===== src/rtl/cart_mmc1.sv =====
// MMC1-class (SxROM) cartridge mapper: serial-loaded bank/mode registers,
// banked PRG/CHR addressing, read-data gating and run-time mirroring.
module cart_mmc1 #(
    parameter int PRG_AW  = 18,
    parameter int CHR_AW  = 17,
    parameter int CHR_RAM = 0
) (
    input  logic              clk_in,
    input  logic              rst_n_in,
    input  logic              prg_nce_in,
    input  logic [14:0]       prg_a_in,
    input  logic              prg_r_nw_in,
    input  logic [7:0]        prg_d_in,
    output logic [7:0]        prg_d_out,
    output logic [PRG_AW-1:0] prg_mem_a_out,
    input  logic [7:0]        prg_mem_d_in,
    input  logic [13:0]       chr_a_in,
    input  logic              chr_r_nw_in,
    input  logic [7:0]        chr_d_in,
    output logic [7:0]        chr_d_out,
    output logic [CHR_AW-1:0] chr_mem_a_out,
    input  logic [7:0]        chr_mem_d_in,
    output logic              chr_mem_we_out,
    output logic              ciram_nce_out,
    output logic              ciram_a10_out
);

    logic [4:0]  sr;
    logic [2:0]  cnt;
    logic [4:0]  ctl;
    logic [4:0]  chr0;
    logic [4:0]  chr1;
    logic [3:0]  prg;
    logic        wr_q;

    logic        wa;
    logic        ev;
    logic [4:0]  v;
    logic [3:0]  prg_bank;
    logic [4:0]  chr_bank;
    logic [17:0] prg_full;
    logic [16:0] chr_full;
    logic        unused;

    // A write held over several cycles is only counted on its first cycle
    assign wa = ~prg_nce_in & ~prg_r_nw_in;
    assign ev = wa & ~wr_q;
    assign v  = {prg_d_in[0], sr[4:1]};

    always_ff @(posedge clk_in or negedge rst_n_in) begin
        if (!rst_n_in) begin
            sr   <= 5'd0;
            cnt  <= 3'd0;
            ctl  <= 5'h0C;
            chr0 <= 5'd0;
            chr1 <= 5'd0;
            prg  <= 4'd0;
            wr_q <= 1'b0;
        end else begin
            wr_q <= wa;
            if (ev) begin
                if (prg_d_in[7]) begin
                    sr  <= 5'd0;
                    cnt <= 3'd0;
                    ctl <= ctl | 5'h0C;
                end else if (cnt != 3'd4) begin
                    sr  <= v;
                    cnt <= cnt + 3'd1;
                end else begin
                    unique case (prg_a_in[14:13])
                        2'd0: ctl  <= v;
                        2'd1: chr0 <= v;
                        2'd2: chr1 <= v;
                        2'd3: prg  <= v[3:0];
                    endcase
                    sr  <= 5'd0;
                    cnt <= 3'd0;
                end
            end
        end
    end

    always_comb begin
        prg_bank = {prg[3:1], prg_a_in[14]};
        unique case (ctl[3:2])
            2'd2:    prg_bank = prg_a_in[14] ? prg : 4'd0;
            2'd3:    prg_bank = prg_a_in[14] ? 4'hF : prg;
            default: prg_bank = {prg[3:1], prg_a_in[14]};
        endcase
    end

    always_comb begin
        chr_bank = {chr0[4:1], chr_a_in[12]};
        if (ctl[4]) begin
            chr_bank = chr_a_in[12] ? chr1 : chr0;
        end
    end

    always_comb begin
        ciram_a10_out = 1'b0;
        unique case (ctl[1:0])
            2'd0: ciram_a10_out = 1'b0;
            2'd1: ciram_a10_out = 1'b1;
            2'd2: ciram_a10_out = chr_a_in[10];
            2'd3: ciram_a10_out = chr_a_in[11];
        endcase
    end

    // Full-width addresses are truncated, so bank numbers wrap naturally
    assign prg_full      = {prg_bank, prg_a_in[13:0]};
    assign chr_full      = {chr_bank, chr_a_in[11:0]};
    assign prg_mem_a_out = prg_full[PRG_AW-1:0];
    assign chr_mem_a_out = chr_full[CHR_AW-1:0];

    assign prg_d_out      = prg_mem_d_in & {8{~prg_nce_in}};
    assign chr_d_out      = chr_mem_d_in & {8{~chr_a_in[13]}};
    assign chr_mem_we_out = (CHR_RAM != 0) & ~chr_a_in[13] & ~chr_r_nw_in;
    assign ciram_nce_out  = ~chr_a_in[13];

    assign unused = ^{prg_d_in[6:1], chr_d_in, prg_full, chr_full};

endmodule


===== config.mk =====
export PLATFORM = sky130hd
export DESIGN_NAME = cart_mmc1
export DESIGN_NICKNAME = d
export VERILOG_FILES = /design/src/rtl/cart_mmc1.sv
export SDC_FILE = /design/constraint.sdc
export NUM_CORES = 1
export LEC_CHECK = 0
export CORE_UTILIZATION = 30
export DETAILED_ROUTE_END_ITERATION = 8
export GPL_ROUTABILITY_DRIVEN = 1
export PLACE_DENSITY = 0.82
export SKIP_LAST_GASP = 1
export SLEW_MARGIN = 0
export SYNTH_ARGS = -nofsm -noshare
export SYNTH_HDL_FRONTEND = slang
export SYNTH_SLANG_ARGS = --single-unit

===== constraint.sdc =====
create_clock -name clk_in -period 3.45 [get_ports clk_in]
set_input_delay 0.69 -clock clk_in [delete_from_list [all_inputs] [get_ports clk_in]]
set_output_delay 0.69 -clock clk_in [all_outputs]
set_load 0.1 [all_outputs]

==> run summary, run 1 <==
The flow ran to the end, and the final reports show no timing, DRC or antenna violations. Hold path depth: 1. The sequential power share came out at 0.407. After synthesis, the mean cell area works out to 11.3 µm².

The first global-routing pass estimated 4890 µm of wire. Clock latency on the worst-skew pair, taken at its later pin, is 0.27 ns. The number of DRC markers after the initial detailed-route iteration came out at 20. The endpoint identified for the worst register-to-register timing path is chr0[4]$_DFFE_PN0P_.

In this run, distinct cell masters in the synthesized netlist total 27. For this run, the number of Yosys warnings is 0. The ratio of final minimum period to clock period is 0.763. The minimum period implied by the final worst setup slack works out to 2.63 ns. The flop-to-flop setup slack came out at 1.78 ns.

The required time of the critical path was 2.76 ns; the first-pass iteration count of the detailed router was 4. The final hold violation count was 0; the setup TNS after final layout was 0 ns. Number of register bits inferred by synthesis: 27.

For the number of buffers added for setup after CTS, the log shows 0. Setup violations remaining at the end of the flow were counted as 0. The tools report the final worst clock skew as 0.00433 ns. The internal portion of the total power is 550 µW. The share of synthesized area occupied by flip-flops and latches is 0.417. The starting density of the core was 0.315; the layout net count was 245. The path depth of the worst reg2reg path is 5, and the largest incremental delay on the critical path is 0.74 ns.

The tool flagged a number of max-cap violations equal to 0. Routed via count divided by cell count: 4.66. The startpoint identified for the worst hold timing path is chr0[4]$_DFFE_PN0P_. The number of sinks on the clock net came out at 27.

The logs give 0 for the max-slew violation count and 0 for the number of antenna violations at the first check in global routing. The library cells used most frequently in the layout, excluding fill and tap cells, are 27 x clkdlybuf4s50_1, 25 x dfrtp_1, 23 x buf_4. The signal on the critical path passes through clkdlybuf4s50_1 -> a21oi_1 -> nor2_1 -> buf_12. Along the worst path, the maximum fanout reaches 9. TritonCTS built the clock tree.

The worst setup path is of the input pin to output pin kind. After detailed placement, the total cell area comes to 0.00210 mm². For this run, the leading register cell type out of synthesis is dfrtp_1. The share of synthesized registers carrying an async set or reset came out at 1.00.

For this design the static power due to leakage is 0.00105 µW. The proportion of total power due to net switching works out to 0.398. For the leftover overflow at the end of global routing, the log shows 0.

Once the clock tree was built, the resizer swapped 0 gates to a different size. The synthesized instance count is 144. The share of power burned in the clock network is 0.191. The worst reg2reg path startpoint is cnt[0]$_DFFE_PN0N_.

The total of hold buffers inserted after clock tree synthesis was 0; the peak supply drop was 0.266 mV. In this run the count of I/O pins placed on the die edge is 120. The share of post-route cells with drive strength above 1 is 0.273, and the arrival time at the worst endpoint is 1.94 ns.

Measured along the y axis, the die boundary spans 75.7 µm. For this design, the slowest cell found on the critical path is clkdlybuf4s50_1. STA classifies the critical path endpoint as an output pin. Power density over cell area: 426 mW/mm². Row generation in the floorplan step produced 26 rows.

The run gives 1 as the count of H-tree levels built during CTS. For the total net switching power, the log shows 364 µW. The post-detailed-route DRC marker count came out at 0. The sink of the worst hold path is chr0[4]$_DFFE_PN0P_. Total routing resource utilization after global routing: 0.113. The cell sitting at the root of the clock tree is a clkbuf_8. The final estimated routing congestion in global placement is 0.730.

Timing would allow up to 0.380 GHz. The core region is 0.00517 mm². The logs give 0.00214 mm² for the final design instance area without fill and 0 for the count of inserted antenna diode cells. The tools report the kind of launch point of the worst setup path as an input pin.

Detailed placement ended at an HPWL of 2490 µm. Count of flip-flops with a built-in enable after synthesis: 0. The die is 75.7 µm wide. The detailed-route wire length per cell was 12.9 µm.

The die covers 0.00572 mm². The detail route stage leaves a number of antenna-violating nets equal to 0. The total standard cell area after synthesis was 0.00163 mm². The total clock buffers created by CTS came out at 3. Setup repair after global routing left no endpoint under its margin. In this run the tool buffered the top-level ports with 57 buffer cells.

Leaving out fill and tap cells, the most frequent cell in the layout is clkdlybuf4s50_1. The logs give 28 for the maximum number of pins on one net before global-route repair and 3180 µm for the wire length reported by the detailed router. From synthesis to final layout, the design area changed by 31.7%.

After clock tree synthesis, the clock-pin slew on the worst setup and hold paths is 0.08 ns. The run gives 1095 as the number of global-route vias before repair. The tools report the number of nets produced by synthesis as 212. The tools report the buffer levels on the longest clock path as 2. The tightest hold path in the finished design has a slack of 0.495 ns. The via count of the routed design came out at 1147. The worst hold-check path type was flop to flop.

Fill cells in the final layout number 473. The run gives 0.402 as the part of the total power dissipated in combinational logic.
==> worst max-delay path by stage <==
stage / slack, ns / cells after the start / start / endpoint
2_1_floorplan: 0.49 / 2 / chr_a_in[10] / ciram_a10_out
3_3_place_gp: 0.80 / 4 / prg_a_in[14] / prg_mem_a_out[14]
3_5_place_dp: 0.82 / 4 / prg_a_in[14] / prg_mem_a_out[14]
4_1_cts: 0.81 / 4 / prg_a_in[14] / prg_mem_a_out[14]
5_1_grt: 0.76 / 4 / prg_a_in[14] / prg_mem_a_out[14]
6_report: 0.82 / 4 / prg_a_in[14] / prg_mem_a_out[14]
==> synthesized netlist by cell type, types with 2 or more instances <==
library cell | n | share of area
nand4b_4 | 2 | 0.029
buf_2 | 2 | 0.0061
buf_4 | 28 | 0.13
nand2b_1 | 3 | 0.012
nor2_1 | 4 | 0.0092
a21oi_1 | 11 | 0.034
dfstp_2 | 2 | 0.032
mux2_1 | 18 | 0.12
a31oi_1 | 2 | 0.0077
ha_1 | 2 | 0.015
dfrtp_1 | 25 | 0.38
nor4b_1 | 2 | 0.011
a22o_1 | 5 | 0.027
mux2_2 | 4 | 0.028
nor2b_1 | 16 | 0.061
o22a_1 | 2 | 0.011
inv_1 | 6 | 0.014
==> critical path, delay by kind of cell <==
| family | cells | cell delay, ns |
|---|---|---|
| buffers and inverters | 2 | 0.94 |
| AO/OA/AOI/OAI | 1 | 0.12 |
| AND/OR/NAND/NOR | 1 | 0.19 |
==> metal layers <==
layer,track usage,vias up,routed length [µm],part of all wire
met1,0.119,540,1250,0.39
met3,0.0304,18,272,0.086
li1,-,538,-,-
met5,0,-,0,0
met2,0.207,51,1560,0.49
met4,0.0556,0,91,0.029
==> layout make-up <==
| class | count | area, µm² | area share |
|---|---|---|---|
| timing repair buffer | 58 | 603 | 0.281 |
| tap | 70 | 87.6 | 0.0408 |
| clock buffer | 3 | 41.3 | 0.0193 |
| multi-input combinational | 81 | 707 | 0.330 |
| sequential | 27 | 678 | 0.316 |
| inverter | 6 | 22.5 | 0.0105 |
| clock inverter | 1 | 5.00 | 0.00233 |
==> flip-flops by register name (all words and copies together), names as in the netlist <==
register	count
cnt	3
wr_q	1
chr1	5
sr	4
chr0	5
ctl	5
prg	4
==> kinds of logic after synthesis <==
group | after synthesis | synth area share
adders and majority gates | 2 | 0.0154
buffers and inverters | 36 | 0.149
muxes | 22 | 0.152
DFF | 27 | 0.417
AOI/OAI and AO/OA | 22 | 0.0915
and+or+nand+nor | 34 | 0.173
other | 1 | 0.00230
==> power by group through the flow <==
stage | registers (µW) | logic, µW | clock network, µW
floorplan | 370 | 383 | 0
global placement | 376 | 364 | 0
detailed placement | 378 | 370 | 0
CTS | 372 | 371 | 181
global route | 376 | 387 | 194
finish | 372 | 367 | 175
==> per-stage QoR <==
stage                     cells   util  power, µW  worst slack, ns
after floorplan             144      -        753            0.486
after global placement      242  0.406        740            0.803
after detailed placement    242  0.406        748            0.823
after CTS                   246  0.415        924            0.808
after global routing        246  0.415        957            0.757
final                       246  0.415        914            0.817
Note: power is estimated with default switching activity, not from simulation.
==> inputs of run 2 (changes only) <==
- clock period: 3.45 -> 2.6 ns (I/O delays scaled with it)
==> run 2 against run 1 <==
Net effect: via count rose by 5.1%; die area did not move; register-to-register slack worse by 0.90 ns; non-clock buffer count increased by 2; hold slack improved by 0.0062 ns; flip-flop and latch count stayed put; final area is 14% higher; global-route usage grew 0.48 points; count of clock-buffer cells in the layout unchanged; highest routed layer unchanged.
==> run summary, run 2 (synthesis gave the netlist of run 1 again) <==
The ratio of final minimum period to clock period works out to 0.862. The run finished with clean final reports. The run gives 0 (unchanged) as the leftover overflow at the end of global routing. For the finished layout, the period the worst path requires is 2.24 ns. In this run the worst hold path is classified as flop to flop.

The tools report the setup TNS after final layout as 0 ns (unchanged). The starting density of the core came out at 0.315 (unchanged). The total setup violations reported at the end of the flow came out at 0 (unchanged). The placeable core area was 0.00517 mm² (unchanged); the highest achievable clock rate was 0.446 GHz. The tools report the final design instance area without fill as 0.00245 mm² (+14%). Die span in y: 75.7 µm (unchanged). Leaving out fill and tap cells, the most frequent cell in the layout is buf_12. The total routing resource utilization after global routing is 0.118 (+0.00484).

The routed via count divided by cell count came out at 4.86 (+4.2%). Buffer levels on the longest clock path: 2 (unchanged). CTS placed an instance of clkbuf_8 at the clock tree root. The tools report the post-placement cell area as 0.00240 mm² (+14%).

The run gives 0 (unchanged) as the total of hold buffers inserted after clock tree synthesis. The startpoint identified for the worst register-to-register timing path is cnt[0]$_DFFE_PN0N_. The logs give 0 (unchanged) for the final antenna-violating net count and 1300 µW (+42%) for the total design power.

Path depth of the worst reg2reg path: 5 (unchanged). The logs give 0.357 mV (+34%) for the peak supply drop and 2 (-2) for the first-pass iteration count of the detailed router. The power density over cell area was 530 mW/mm² (+24%); the number of placed I/O pins was 120 (unchanged). On the critical path, the stage with the largest delay is an instance of clkdlybuf4s50_1. Setup repair after global routing left no endpoint under its margin. The detailed-route wire length per cell was 14.0 µm (+8.5%); the hold path depth was 1 (unchanged).

The tools report the flop-to-flop setup slack as 0.88 ns (-0.90 ns). The kind of launch point of the worst setup path was an input pin. The largest incremental delay on the critical path works out to 0.45 ns (-0.29 ns).

The worst register-to-register path ends at chr0[2]$_DFFE_PN0P_. The logs give 0.28 ns (about the same) for the clock insertion delay at the later pin of the skew report and 3480 µm (+9.4%) for the wire length reported by the detailed router. The met1 global-route usage is 0.138 (+0.0185), and the number of maximum-capacitance constraint violations is 0 (unchanged).

The maximum number of pins on one net before global-route repair is 28 (unchanged). The number of buffers added for setup after CTS is 0 (unchanged), and the layout-stage area growth over the synthesis result is 50.6%. The tools report the count of inserted antenna diode cells as 0 (unchanged). The share of post-route cells with drive strength above 1 was 0.292 (+0.0194); the count of H-tree levels built during CTS was 1 (unchanged).

The run gives 3 (unchanged) as the total clock buffers created by CTS. The run gives 1.72 ns (-0.22 ns) as the arrival time at the worst endpoint. The tools report the total of cells resized after clock tree synthesis as 0 (unchanged).

The routing layer with the top usage in global route was met2. The final worst clock skew was 0.00517 ns (+0.000837 ns); the first-pass GRT wire length was 5180 µm (+5.9%). The quantity of I/O buffers inserted on ports was 57 (unchanged); the HPWL after detailed placement was 2790 µm (+12%). The global-route track usage on met2 was 0.222 (+0.0149); the largest fanout on the critical path was 4 (-5). The tools report the sink of the worst hold path as chr0[1]$_DFFE_PN0P_.

The tools report the final estimated routing congestion in global placement as 0.732 (+0.40%). The number of sinks on the clock net was 27 (unchanged). STA classifies the critical path endpoint as an output pin.

The max-slew violation count came out at 0 (unchanged). In the layout the commonest cells are 30 x buf_12, 27 x clkdlybuf4s50_1, 25 x dfrtp_1. For the required time of the critical path, the log shows 2.08 ns (-0.68 ns). The leakage dissipation was 0.00114 µW (+9.1%); the layout net count was 247 (+0.82%).

The post-detailed-route DRC marker count came out at 0 (unchanged). The full die area is 0.00572 mm² (unchanged). The largest registers in the layout are chr0: 5 flops, chr1: 5 flops, ctl: 5 flops. The CTS clock-pin slew for the worst setup and hold paths came out at 0.10 ns (+0.02 ns).

The startpoint identified for the worst hold timing path is chr0[1]$_DFFE_PN0P_. The tools report the number of DRC markers after the initial detailed-route iteration as 26 (+30%). The met3 usage came out at 0.0172 (-0.0132). The critical path goes through clkdlybuf4s50_1 -> nand2_1 -> mux2_2 -> buf_12.

The worst setup path is of the input pin to output pin kind. The number of global-route vias before repair is 1127 (+2.9%), and the chip width is 75.7 µm (unchanged). For the via count of the routed design, the log shows 1205 (+5.1%). TritonCTS built the clock tree. The number of core rows was 26 (unchanged). The final hold violation count was 0 (unchanged).

The number of antenna violations at the first check in global routing was 0 (unchanged).
run 2: cell count changes in the layout (fill, tap and decap cells not counted), sizes merged:
cell    change
inv         +1
buf         +2
clkinv      -1
run 2: worst max-delay path: cells and delay by family:
family        cells  cell delay (ns)
buf+inv           2             0.62
mux               1             0.39
simple gates      1             0.18
run 2: report_power, final:
group	switching [µW]	total [µW]	internal (µW)	leakage, µW
logic	336	548	212	0.000749
registers	40.0	497	457	0.000365
clock network	141	254	113	0.0000261
total	517	1300	782	0.00114
run 2: metal layers:
metal	up-vias	share of wire
met4	0	0.0089
li1	544	-
met1	608	0.41
met2	47	0.53
met5	-	0
met3	6	0.058
run 2: area by class of cell:
class	count	area, µm²
tap	70	87.6
clock inverter	1	8.76
multi-input combinational	81	719
inverter	6	22.5
fill	448	2720
sequential	27	678
timing repair buffer	60	893
clock buffer	3	41.3
run 2: how the worst max path moves through the flow:
stage	startpoint	end	slack [ns]	cells after the start
floorplan	prg_a_in[14]	prg_mem_a_out[14]	0.03	3
global placement	chr_a_in[12]	chr_mem_a_out[15]	0.36	4
detailed placement	prg_nce_in	cnt[2]$_DFFE_PN0N_	0.33	4
CTS	chr_a_in[12]	chr_mem_a_out[14]	0.36	4
global route	chr_a_in[12]	chr_mem_a_out[14]	0.31	4
finish	chr_a_in[12]	chr_mem_a_out[14]	0.36	4
run 2: through the flow:
step,cells,hold WS (ns),setup slack [ns],utilization
after global routing,248,0.517,0.307,0.474
after CTS,248,0.504,0.357,0.474
after detailed placement,244,0.481,0.335,0.464
final,248,0.501,0.360,0.474
after global placement,244,0.468,0.362,0.464
after floorplan,144,0.224,0.0293,-
==> inputs of run 3 (changes only) <==
- ABC_AREA: unset -> 1
- PLACE_DENSITY: 0.82 -> 0.81
==> run 3 against run 2 <==
Net effect: first-iteration DRC count increased by 140%; largest power group unchanged; clock power down 7%; non-clock buffer count fell by 1; hold slack worse by 0.027 ns; final area is 2.1% higher; power fell by 3.2%; critical endpoint unchanged; area after synthesis is 5.4% higher.
==> run summary, run 3 <==
For hold timing, the worst endpoint is chr0[3]$_DFFE_PN0P_. After global routing, the most crowded layer is met2. The top cell type's share of synthesized area works out to 0.365 (-0.0196). The worst register-to-register path ends at chr1[1]$_DFFE_PN0P_. Simple-gate area share of the yosys netlist: 0.309 (+0.136). The logs give 0.0424 (+0.0252) for the met3 usage and 0 (unchanged) for the number of antenna violations at the first check in global routing. The tools report the kind of launch point of the worst setup path as an input pin. The number of register bits inferred by synthesis came out at 27 (unchanged).

Summed over all instances, the cell type with the most area after synthesis is dfrtp_1. The final worst clock skew is 0.00294 ns (-0.00222 ns). The placeable core area is 0.00551 mm² (+6.5%). Share of post-route cells with drive strength above 1: 0.183 (-0.109). The share of synthesized area occupied by flip-flops and latches is 0.395 (-0.0213), and the largest fanout on the critical path is 5 (+1).

The post-placement cell area is 0.00246 mm² (+2.4%), and the full die area is 0.00602 mm² (+5.2%). For the post-detailed-route DRC marker count, the log shows 0 (unchanged). TritonCTS built the clock tree. The total number of yosys warnings was 0 (unchanged); the flop-to-flop setup slack was 1.06 ns (+0.18 ns). Number of core rows: 27 (+3.8%). The setup TNS after final layout is 0 ns (unchanged), and the share of the synthesized area in compound gates (AO/OA/AOI/OAI) is 0.0408 (-0.0506). HPWL after detailed placement: 2860 µm (+2.4%). Relative to the synthesized area, the layout overhead comes to 46.0%. The number of fill cells in the layout is 497 (+11%).

Number of maximum-capacitance constraint violations: 0 (unchanged). Main combinational cell family by area after synthesis: simple AND/OR/NAND/NOR gates. The minimum period implied by the final worst setup slack is 2.23 ns (-0.0119 ns). Highest achievable clock rate: 0.449 GHz (+0.53%). The run finished with clean final reports.

For the count of inserted antenna diode cells, the log shows 0 (unchanged). Share of synthesized registers carrying an async set or reset: 1.00 (unchanged). The area share of fa/ha/maj cells after synthesis came out at 0.0146 (-0.000785). The leakage dissipation was 0.00129 µW (+14%); the hold path depth was 2 (+1).

The die span in y works out to 77.6 µm (+2.6%). The logs give 0.803 (+9.7%) for the final estimated routing congestion in global placement and 3 (unchanged) for the total clock buffers created by CTS. The root buffer selected by CTS was clkbuf_8. The global-route track usage on met2 came out at 0.210 (-0.0125). The tools report the arrival time at the worst endpoint as 1.71 ns (about the same). The count of H-tree levels built during CTS is 1 (unchanged), and the number of placed I/O pins is 120 (unchanged).

The CTS clock-pin slew for the worst setup and hold paths is 0.09 ns (about the same), and the detailed-route wire length per cell is 10.6 µm (-25%). Sorting the synthesized cells by area gives the leading types as dfrtp_1 36%, nand2_1 13%, buf_4 12%. The chip width came out at 77.6 µm (+2.6%).

The synthesized-area fraction occupied by xor and xnor cells came out at 0 (unchanged). Leaving out fill and tap cells, the most frequent cells in the layout are 61 x nand2_1, 34 x inv_1, 30 x buf_12. Count of flip-flops with a built-in enable after synthesis: 0 (unchanged).

The number of DRC markers after the initial detailed-route iteration is 63 (+140%). Worst reg2reg path startpoint: cnt[0]$_DFFE_PN0N_. The portion of netlist area occupied by mux cells was 0.0263 (-0.126); the met1 global-route usage was 0.140 (+0.00214). The total standard cell area after synthesis is 0.00172 mm² (+5.4%).

The tools report the starting density of the core as 0.312 (-0.00319). For the wire length reported by the detailed router, the log shows 3530 µm (+1.5%). The most instantiated flip-flop cell in the synthesis netlist is dfrtp_1. The required time of the critical path came out at 2.08 ns (about the same).

The buffer levels on the longest clock path is 2 (unchanged). In the final layout, the registers with the most flip-flops are chr0: 5 flops, chr1: 5 flops, ctl: 5 flops. First-pass iteration count of the detailed router: 4 (+2).

Leaving out fill and tap cells, the most frequent cell in the layout is nand2_1. The clock insertion delay at the later pin of the skew report came out at 0.27 ns (about the same). Setup repair after global routing left no endpoint under its margin.

The quantity of I/O buffers inserted on ports is 57 (unchanged). The path depth of the worst reg2reg path works out to 7 (+2). The logs give 0 (unchanged) for the total of cells resized after clock tree synthesis and 0 (unchanged) for the total of hold buffers inserted after clock tree synthesis. The final design instance area without fill is 0.00250 mm² (+2.1%), and the total routing resource utilization after global routing is 0.120 (+0.00253).

For the number of global-route vias before repair, the log shows 1338 (+19%). The logs give 0 (unchanged) for the leftover overflow at the end of global routing and 0 (unchanged) for the max-slew violation count. The logs give 0 (unchanged) for the total setup violations reported at the end of the flow and 0.207 mV (-42%) for the peak supply drop.

The number of buffers added for setup after CTS was 0 (unchanged); the final hold violation count was 0 (unchanged). The mean post-synth cell area works out to 7.49 µm² (-34%). Sorting the synthesized cells by how often they occur yields 61 x nand2_1, 34 x inv_1, 27 x buf_4.

In this run the most critical hold path is launched from chr0[3]$_DFFE_PN0P_. Most used standard cell by instance count after synthesis: nand2_1. The worst setup path is captured at an output pin. For the maximum number of pins on one net before global-route repair, the log shows 28 (unchanged). The final antenna-violating net count was 0 (unchanged); the first-pass GRT wire length was 5910 µm (+14%). The tools report the distinct cell type count after synthesis as 22 (-19%). The power density over cell area was 502 mW/mm² (-5.3%). Layout net count: 331 (+34%).

The run gives 229 (+59%) as the synthesized instance count. The tools report the number of nets produced by synthesis as 297 (+40%). For the via count of the routed design, the log shows 1492 (+24%).

The critical path is of the input pin to output pin type. Worst hold-check path type: flop to flop. The routed via count divided by cell count is 4.47 (-8.1%), and the number of sinks on the clock net is 27 (unchanged).

Ratio of final minimum period to clock period: 0.857 (-0.00456).
[run 3: cell count changes in the layout (fill, tap and decap cells not counted), sizes merged, moves of 5 or more]
cell / delta
nor2b: -16
o21ai: +8
inv: +28
a21oi: -8
mux2: -18
nand2: +61
a22o: -5
nand3: +26
nor2: +20
[run 3: per-stage QoR]
step           utilization  hold slack (ns)  total power [µW]  setup slack (ns)  std cells
2_1_floorplan            -            0.224               993             0.108        229
5_1_grt              0.455            0.490              1310             0.298        334
3_5_place_dp         0.446            0.457              1030             0.366        330
3_3_place_gp         0.446            0.451              1020             0.383        330
6_report             0.455            0.474              1260             0.371        334
4_1_cts              0.455            0.478              1260             0.365        334
[run 3: metal layers]
| metal | share of wire | up-vias |
|---|---|---|
| met5 | 0 | - |
| met4 | 0.0085 | 0 |
| met3 | 0.078 | 8 |
| met2 | 0.51 | 55 |
| met1 | 0.41 | 688 |
| li1 | - | 741 |
[run 3: kinds of logic after synthesis]
group | after synthesis
compound gates | 13
fa+ha+maj | 2
buf+inv | 65
flops | 27
mux | 4
other cells | 1
simple gates | 117
[run 3: cell type report]
cell class	count	area (µm²)	share of cell area
multi-input combinational	137	673	0.269
inverter	35	131	0.0525
tap	72	90.1	0.0360
timing repair buffer	59	886	0.354
clock buffer	4	45.0	0.0180
sequential	27	678	0.271
[run 3: worst max-delay path by stage]
stage | slack [ns] | end | start
after floorplan | 0.11 | chr_d_out[0] | chr_a_in[13]
after global placement | 0.38 | chr_mem_a_out[14] | chr_a_in[12]
after detailed placement | 0.37 | prg_d_out[4] | prg_nce_in
after CTS | 0.36 | prg_d_out[4] | prg_nce_in
after global routing | 0.30 | prg_d_out[4] | prg_nce_in
final | 0.37 | chr_mem_a_out[14] | chr_a_in[12]
[run 3: where the power goes]
part	internal [µW]	leakage (µW)	total [µW]	switching (µW)
sequential	459	0.000365	489	29.6
clock	110	0.0000228	235	125
combinational	189	0.000907	534	344
total	758	0.00129	1260	499
[run 3: critical path, cell delays in order]
cell             delay [ns]
clkdlybuf4s50_1        0.43
nand2_1                0.19
mux2_2                 0.39
buf_12                 0.17
